<file path="src/rtl/ldmac_host.sv">
// Host-side driver for the LDMAC tag engine: buffers a message, loads the IVs while the
// engine is held in reset, serves key/message words on demand and collects the 128-bit tag.
module ldmac_host #(
    parameter int MSG_WORDS = 8,
    parameter int TIMEOUT   = 512
) (
    input  logic         clk,
    input  logic         rst,
    input  logic         start,
    input  logic [255:0] key,
    input  logic [63:0]  iv1,
    input  logic [63:0]  iv2,
    input  logic [127:0] exp_tag,
    output logic         busy,
    input  logic [63:0]  msg_data,
    input  logic         msg_valid,
    output logic         msg_ready,
    output logic         eng_rst,
    output logic         eng_load_s1,
    output logic         eng_load_s2,
    input  logic         eng_load_k,
    input  logic         eng_load_m,
    output logic [63:0]  eng_din,
    input  logic [63:0]  eng_dout,
    input  logic         eng_dout_valid,
    input  logic         eng_done,
    output logic [127:0] tag,
    output logic         tag_valid,
    output logic         tag_ok,
    output logic         timeout_err,
    output logic [2:0]   dbg_state
);
    // Message stream: a word moves when msg_valid and msg_ready are both high at a rising
    // clk edge; msg_ready is high only while filling, and msg_data must be stable with msg_valid.
    localparam int AW = (MSG_WORDS > 1) ? $clog2(MSG_WORDS) : 1;
    localparam int MW = $clog2(MSG_WORDS + 1);
    localparam int TW = (TIMEOUT > 1) ? $clog2(TIMEOUT) : 1;
    localparam logic [AW-1:0] LAST_W = AW'(MSG_WORDS - 1);
    localparam logic [MW-1:0] MAX_M  = MW'(MSG_WORDS);
    localparam logic [TW-1:0] T_LAST = TW'(TIMEOUT - 1);

    typedef enum logic [2:0] {
        S_IDLE  = 3'd0,
        S_FILL  = 3'd1,
        S_INIT1 = 3'd2,
        S_INIT2 = 3'd3,
        S_RUN   = 3'd4
    } state_t;

    state_t         state, state_next;
    logic [63:0]    msg_buf [MSG_WORDS];
    logic [255:0]   key_r;
    logic [63:0]    iv1_r, iv2_r;
    logic [127:0]   exp_tag_r;
    logic [AW-1:0]  widx;
    logic [MW-1:0]  midx;
    logic [2:0]     kidx;
    logic [TW-1:0]  tcnt;
    logic           got_hi;
    logic           accept;

    assign accept    = msg_ready && msg_valid;
    assign dbg_state = state;

    always_ff @(posedge clk) begin
        if (rst) state <= S_IDLE;
        else     state <= state_next;
    end

    always_comb begin
        state_next = state;
        case (state)
            S_IDLE:  if (start) state_next = S_FILL;
            S_FILL:  if (accept && widx == LAST_W) state_next = S_INIT1;
            S_INIT1: state_next = S_INIT2;
            S_INIT2: state_next = S_RUN;
            S_RUN:   if (eng_done || tcnt == T_LAST) state_next = S_IDLE;
            default: state_next = S_IDLE;
        endcase
    end

    // Control outputs are registered from the next state so they line up with the state itself.
    always_ff @(posedge clk) begin
        if (rst) begin
            msg_ready   <= 1'b0;
            eng_rst     <= 1'b1;
            eng_load_s1 <= 1'b0;
            eng_load_s2 <= 1'b0;
            busy        <= 1'b0;
        end else begin
            msg_ready   <= (state_next == S_FILL);
            eng_rst     <= (state_next != S_RUN);
            eng_load_s1 <= (state_next == S_INIT1);
            eng_load_s2 <= (state_next == S_INIT2);
            busy        <= (state_next != S_IDLE);
        end
    end

    always_ff @(posedge clk) begin
        if (state == S_FILL && accept) msg_buf[widx] <= msg_data;
    end

    always_ff @(posedge clk) begin
        if (rst) begin
            key_r       <= '0;
            iv1_r       <= '0;
            iv2_r       <= '0;
            exp_tag_r   <= '0;
            widx        <= '0;
            midx        <= '0;
            kidx        <= '0;
            tcnt        <= '0;
            got_hi      <= 1'b0;
            tag         <= '0;
            tag_valid   <= 1'b0;
            tag_ok      <= 1'b0;
            timeout_err <= 1'b0;
        end else begin
            tag_valid   <= 1'b0;
            timeout_err <= 1'b0;
            case (state)
                S_IDLE: if (start) begin
                    key_r     <= key;
                    iv1_r     <= iv1;
                    iv2_r     <= iv2;
                    exp_tag_r <= exp_tag;
                    widx      <= '0;
                    got_hi    <= 1'b0;
                    tag       <= '0;
                    tag_ok    <= 1'b0;
                end
                S_FILL: if (accept) widx <= widx + 1'b1;
                S_INIT2: begin
                    midx <= '0;
                    kidx <= '0;
                    tcnt <= '0;
                end
                S_RUN: begin
                    tcnt <= tcnt + 1'b1;
                    if (eng_load_k && kidx != 3'd4) kidx <= kidx + 1'b1;
                    if (eng_load_m && midx != MAX_M) midx <= midx + 1'b1;
                    if (eng_dout_valid && !eng_done && !got_hi) begin
                        tag[127:64] <= eng_dout;
                        got_hi      <= 1'b1;
                    end
                    // A done without a prior first half still finishes, leaving the upper half zero.
                    if (eng_done) begin
                        if (eng_dout_valid) tag[63:0] <= eng_dout;
                        tag_valid <= 1'b1;
                        tag_ok    <= ({tag[127:64], eng_dout_valid ? eng_dout : tag[63:0]} == exp_tag_r);
                    end else if (tcnt == T_LAST) begin
                        timeout_err <= 1'b1;
                    end
                end
                default: ;
            endcase
        end
    end

    // The engine samples eng_din in the same cycle it raises load_k, so this path is combinational.
    always_comb begin
        eng_din = '0;
        case (state)
            S_INIT1: eng_din = iv1_r;
            S_INIT2: eng_din = iv2_r;
            S_RUN: begin
                if (eng_load_k) begin
                    case (kidx)
                        3'd0:    eng_din = key_r[255:192];
                        3'd1:    eng_din = key_r[191:128];
                        3'd2:    eng_din = key_r[127:64];
                        3'd3:    eng_din = key_r[63:0];
                        default: eng_din = '0;
                    endcase
                end else if (midx != MAX_M) begin
                    eng_din = msg_buf[midx[AW-1:0]];
                end
            end
            default: ;
        endcase
    end
endmodule

</file>
<file path="config.mk">
export PLATFORM = sky130hd
export DESIGN_NAME = ldmac_host
export DESIGN_NICKNAME = d
export VERILOG_FILES = /design/src/rtl/ldmac_host.sv
export SDC_FILE = /design/constraint.sdc
export NUM_CORES = 2
export LEC_CHECK = 0
export BUFFER_PORTS_ARGS = -buffer_cell sky130_fd_sc_hd__buf_2
export CAP_MARGIN = 20
export CORE_MARGIN = 2
export CORE_UTILIZATION = 39
export DETAILED_ROUTE_END_ITERATION = 16
export SLEW_MARGIN = 15
export SYNTH_ARGS = -nofsm -noshare
export SYNTH_HDL_FRONTEND = slang
export SYNTH_SLANG_ARGS = --single-unit
</file>
<file path="constraint.sdc">
create_clock -name clk -period 7.13 [get_ports clk]
set_input_delay 1.0695 -clock clk [delete_from_list [all_inputs] [get_ports clk]]
set_output_delay 1.0695 -clock clk [all_outputs]
set_load 0.05 [all_outputs]
</file>
==> reports/summary.md <==
The fraction of power consumed by sequential logic was 48.8%. Once the clock tree was built, the resizer swapped 0 gates to a different size. Estimated wirelength of the detail-placed design: 130000 um. Post-CTS timing repair inserted 0 buffers for setup. The run gives 0 as the remaining routing DRC violations. The total instance count after detailed placement was 6588. The logs give 192 MHz for the maximum operating frequency and 0 for the total count of max-transition violations in the final report.

The remaining number of nets flagged by the antenna check after routing was 0. The tools report the worst clock skew as 0.0400 ns. Setup violations remaining at the end of the flow were counted as 0. Summed over all nets, the switching power comes to 3.74 mW.

The H-tree was split into 4 levels. The tools report the startpoint type of the worst setup path as a flip-flop. Summing the sequential cell areas from Yosys gives 60.9% of the chip area.

Wires add up to 186000 um. The tools report the kind of end point of the critical path as an output port. The maximum fanout along the worst path is 40, and the count of input and output buffers is 850. Excluding fillers, the count of instances in the completed layout stands at 6872. The category of the most critical setup path is flip-flop to output port.

Measured along the x axis, the die boundary spans 353 um. The mean instance size in the synthesized netlist works out to 10.7 um2. The total congestion overflow was 0; the shortest period the worst path allows was 5.20 ns. The tools report the initial antenna violation count as 98.

Flip-flop cell with the highest count after synthesis: dfxtp_1. The transition time at the pin with the least slew margin works out to 1.22 ns. The die outline height was 353 um.

The first global-routing pass estimated 259000 um of wire. The tree is rooted in a clkbuf_16. For the final routed database, the setup TNS stands at 0 ns.

The remaining max-slew budget at the tightest pin was 18.4%; the final period utilization was 73.0%. Share of cells above drive strength 1: 25.2%. The completed layout was analyzed and its total power is 15.2 mW. The post-cts hold buffer count was 0; the routed via count divided by cell count was 5.52.

The power per cell area is 264 nW/um2. The count of flip-flops with a built-in enable after synthesis is 512. Sequential cell area in the final layout: 28900 um2.

TritonCTS built the clock tree. After floorplanning, the core was divided into 127 placement rows. Internal power comes to 11.4 mW. The final hold violation count was 0; the I/O pin count was 851. The tools report the clock network fraction of total power as 44.0%. In the synthesized netlist, the cells that appear most often are nand2_1, dfxtp_1, a21oi_1. From synthesis to final layout, the design area changed by 21.0%. Number of max-capacitance violations reported: 0. Cell type contributing the most total cell area after synthesis: edfxtp_1. The number of clock sinks was 1186; the mapped cell area was 47400 um2. Clock-pin slew was measured on the worst setup and hold paths at 0.06 ns. Of the post-synthesis cell area, the dominant cell type holds 32.4%.

Yosys printed 0 warnings. The critical path starts at kidx[1]. The die covers 124000 um2. Entering global routing, the biggest net connects 214 pins.

In this run, synthesis produced a sequential element count of 1186. Detail-routed net length per standard cell: 27.0 um. The post-synthesis net count is 5075, and the clock buffer count from CTS is 130. The run finished with clean final reports. The run gives 6 as the number of iterations in the first detailed-routing pass.

The switching fraction of total power is 24.7%, and the maximum count of clock buffers along a single path is 3. The min-delay analysis places its worst path in the category flip-flop to flip-flop. The detailed router placed 37.9k vias in this run. The final weighted congestion of routability-driven global placement was 0.950; the final design utilization was 47.7%.

The initial standard-cell utilization of the core came out at 39.4%. nand2_1 is the most common cell in the netlist. The logs give 4263 for the first-iteration detailed-routing DRC count and 17300 um2 for the multi-input combinational cell area.

In the global route stage, overall resource usage came out at 28.8%. The share of power burned in combinational logic was 7.1%; the largest voltage drop on the vdd net was 240 uV. The launch instance of the worst register-to-register path was dbg_state[0]. The tools report the leakage power total as 21.1 nW.

Setup repair after global routing left no endpoint under its margin. Number of global-route vias before repair: 35.8k. After synthesis, the cell types taking the most area are edfxtp_1, dfxtp_1, nand2_1. After technology mapping, the gate count stands at 4416. Number of nets in the final layout: 5767.

Data on the critical path is required at its endpoint by 6.06 ns. The number of filler cells placed in the layout came out at 11.4k. The worst hold path begins at iv1_r[2]. The later-pin clock latency in the skew report is 0.76 ns, and the core box area is 120000 um2.

The async set-or-reset flop fraction in the synthesized netlist is 0%. The tools report the endpoint arrival time on the critical path as 4.13 ns. The number of different library cells used by synthesis comes to 54.
-- layer usage --
layer | vias up | share of wire [%] | routed length (um) | global-route usage [%]
li1 | 17149 | - | - | -
met1 | 18648 | 38 | 70500 | 34.6
met2 | 1657 | 49 | 91600 | 48.8
met3 | 414 | 7.9 | 14700 | 7.26
met4 | 64 | 4.6 | 8550 | 12.3
met5 | - | 0.22 | 409 | 0
-- cell usage in the layout (no fill, tap or decap), drive strengths merged, types with 3 or more instances in the layout --
master       n
dfxtp      674
nor2b        3
clkinvlp     5
clkbuf     184
or3          4
o21ai        3
ha          11
clkinv      37
o22ai        5
edfxtp     512
inv         12
and3         5
bufinv       5
nand3b       5
nand3      138
buf        903
nand4       24
xnor2      107
nor2        96
nor3b        4
mux2i       65
diode       47
a21oi      669
nand2b       4
a22oi       54
nand2     1230
mux4       128
nor4        16
a211oi       4
a221o       64
mux2        65
a221oi      67
xor2         4
nor3        84
o2bb2ai      4
-- cells by family after synthesis --
| family | after synthesis | share of synthesized area, % |
|---|---|---|
| adders and majority gates | 11 | 0.290 |
| and+or+nand+nor | 1622 | 13.9 |
| DFF | 1186 | 60.9 |
| buffers and inverters | 349 | 2.93 |
| AOI/OAI and AO/OA | 879 | 10.9 |
| muxes | 258 | 9.00 |
| xor gates and xnor gates | 111 | 2.05 |
-- final timing paths --
kind	end	slack, ns	cells past startpoint
max	eng_din[55]	1.93	8
min	iv1_r[2]	0.45	2
max reg2reg	msg_buf[4][36]	3.14	5
min reg2reg	iv1_r[2]	0.45	2
-- state kept, by name (all words and copies together), names as in the netlist, 4 cells and up, named ones only --
| signal | cells |
|---|---|
| msg_buf | 512 |
| key_r | 256 |
| exp_tag_r | 128 |
| tag | 128 |
| iv1_r | 64 |
| iv2_r | 64 |
| tcnt | 9 |
| midx | 4 |
-- cell type report --
class | instances | share of cell area (%)
Sequential cell | 1186 | 50.3
Multi-Input combinational cell | 2881 | 30.1
Timing Repair Buffer | 903 | 8.34
Clock buffer | 184 | 6.31
Tap cell | 1612 | 3.52
Clock inverter | 53 | 1.11
Antenna cell | 47 | 0.205
Inverter | 6 | 0.0393
-- stage by stage --
stage / instance area (um2) / hold slack, ns / setup WS, ns
2_1_floorplan: 47400 / 0.436 / 0.565
3_3_place_gp: 53000 / 0.441 / 2.54
3_5_place_dp: 53000 / 0.447 / 2.55
4_1_cts: 57200 / 0.455 / 1.84
5_1_grt: 57300 / 0.466 / 1.70
6_report: 57400 / 0.455 / 1.93
-- critical path, cell delays in order (launching register included) --
cell and delay (ns):
dfxtp_1 0.35, inv_1 0.10, ha_1 0.16, nor2b_4 0.68, buf_4 0.59, a221oi_1 0.35, nor3_1 0.70, a221o_1 0.20
buf_2 0.26
-- power by group through the flow --
| stage | Combinational (mW) | Sequential [mW] | Clock, mW |
|---|---|---|---|
| after detailed placement | 1.07 | 7.55 | 0 |
| after floorplan | 0.554 | 7.50 | 0 |
| final | 1.08 | 7.41 | 6.68 |
| after global routing | 1.16 | 7.42 | 7.07 |
| after global placement | 1.06 | 7.55 | 0 |
| after CTS | 1.08 | 7.41 | 6.77 |
(Power assumes the default switching activity.)
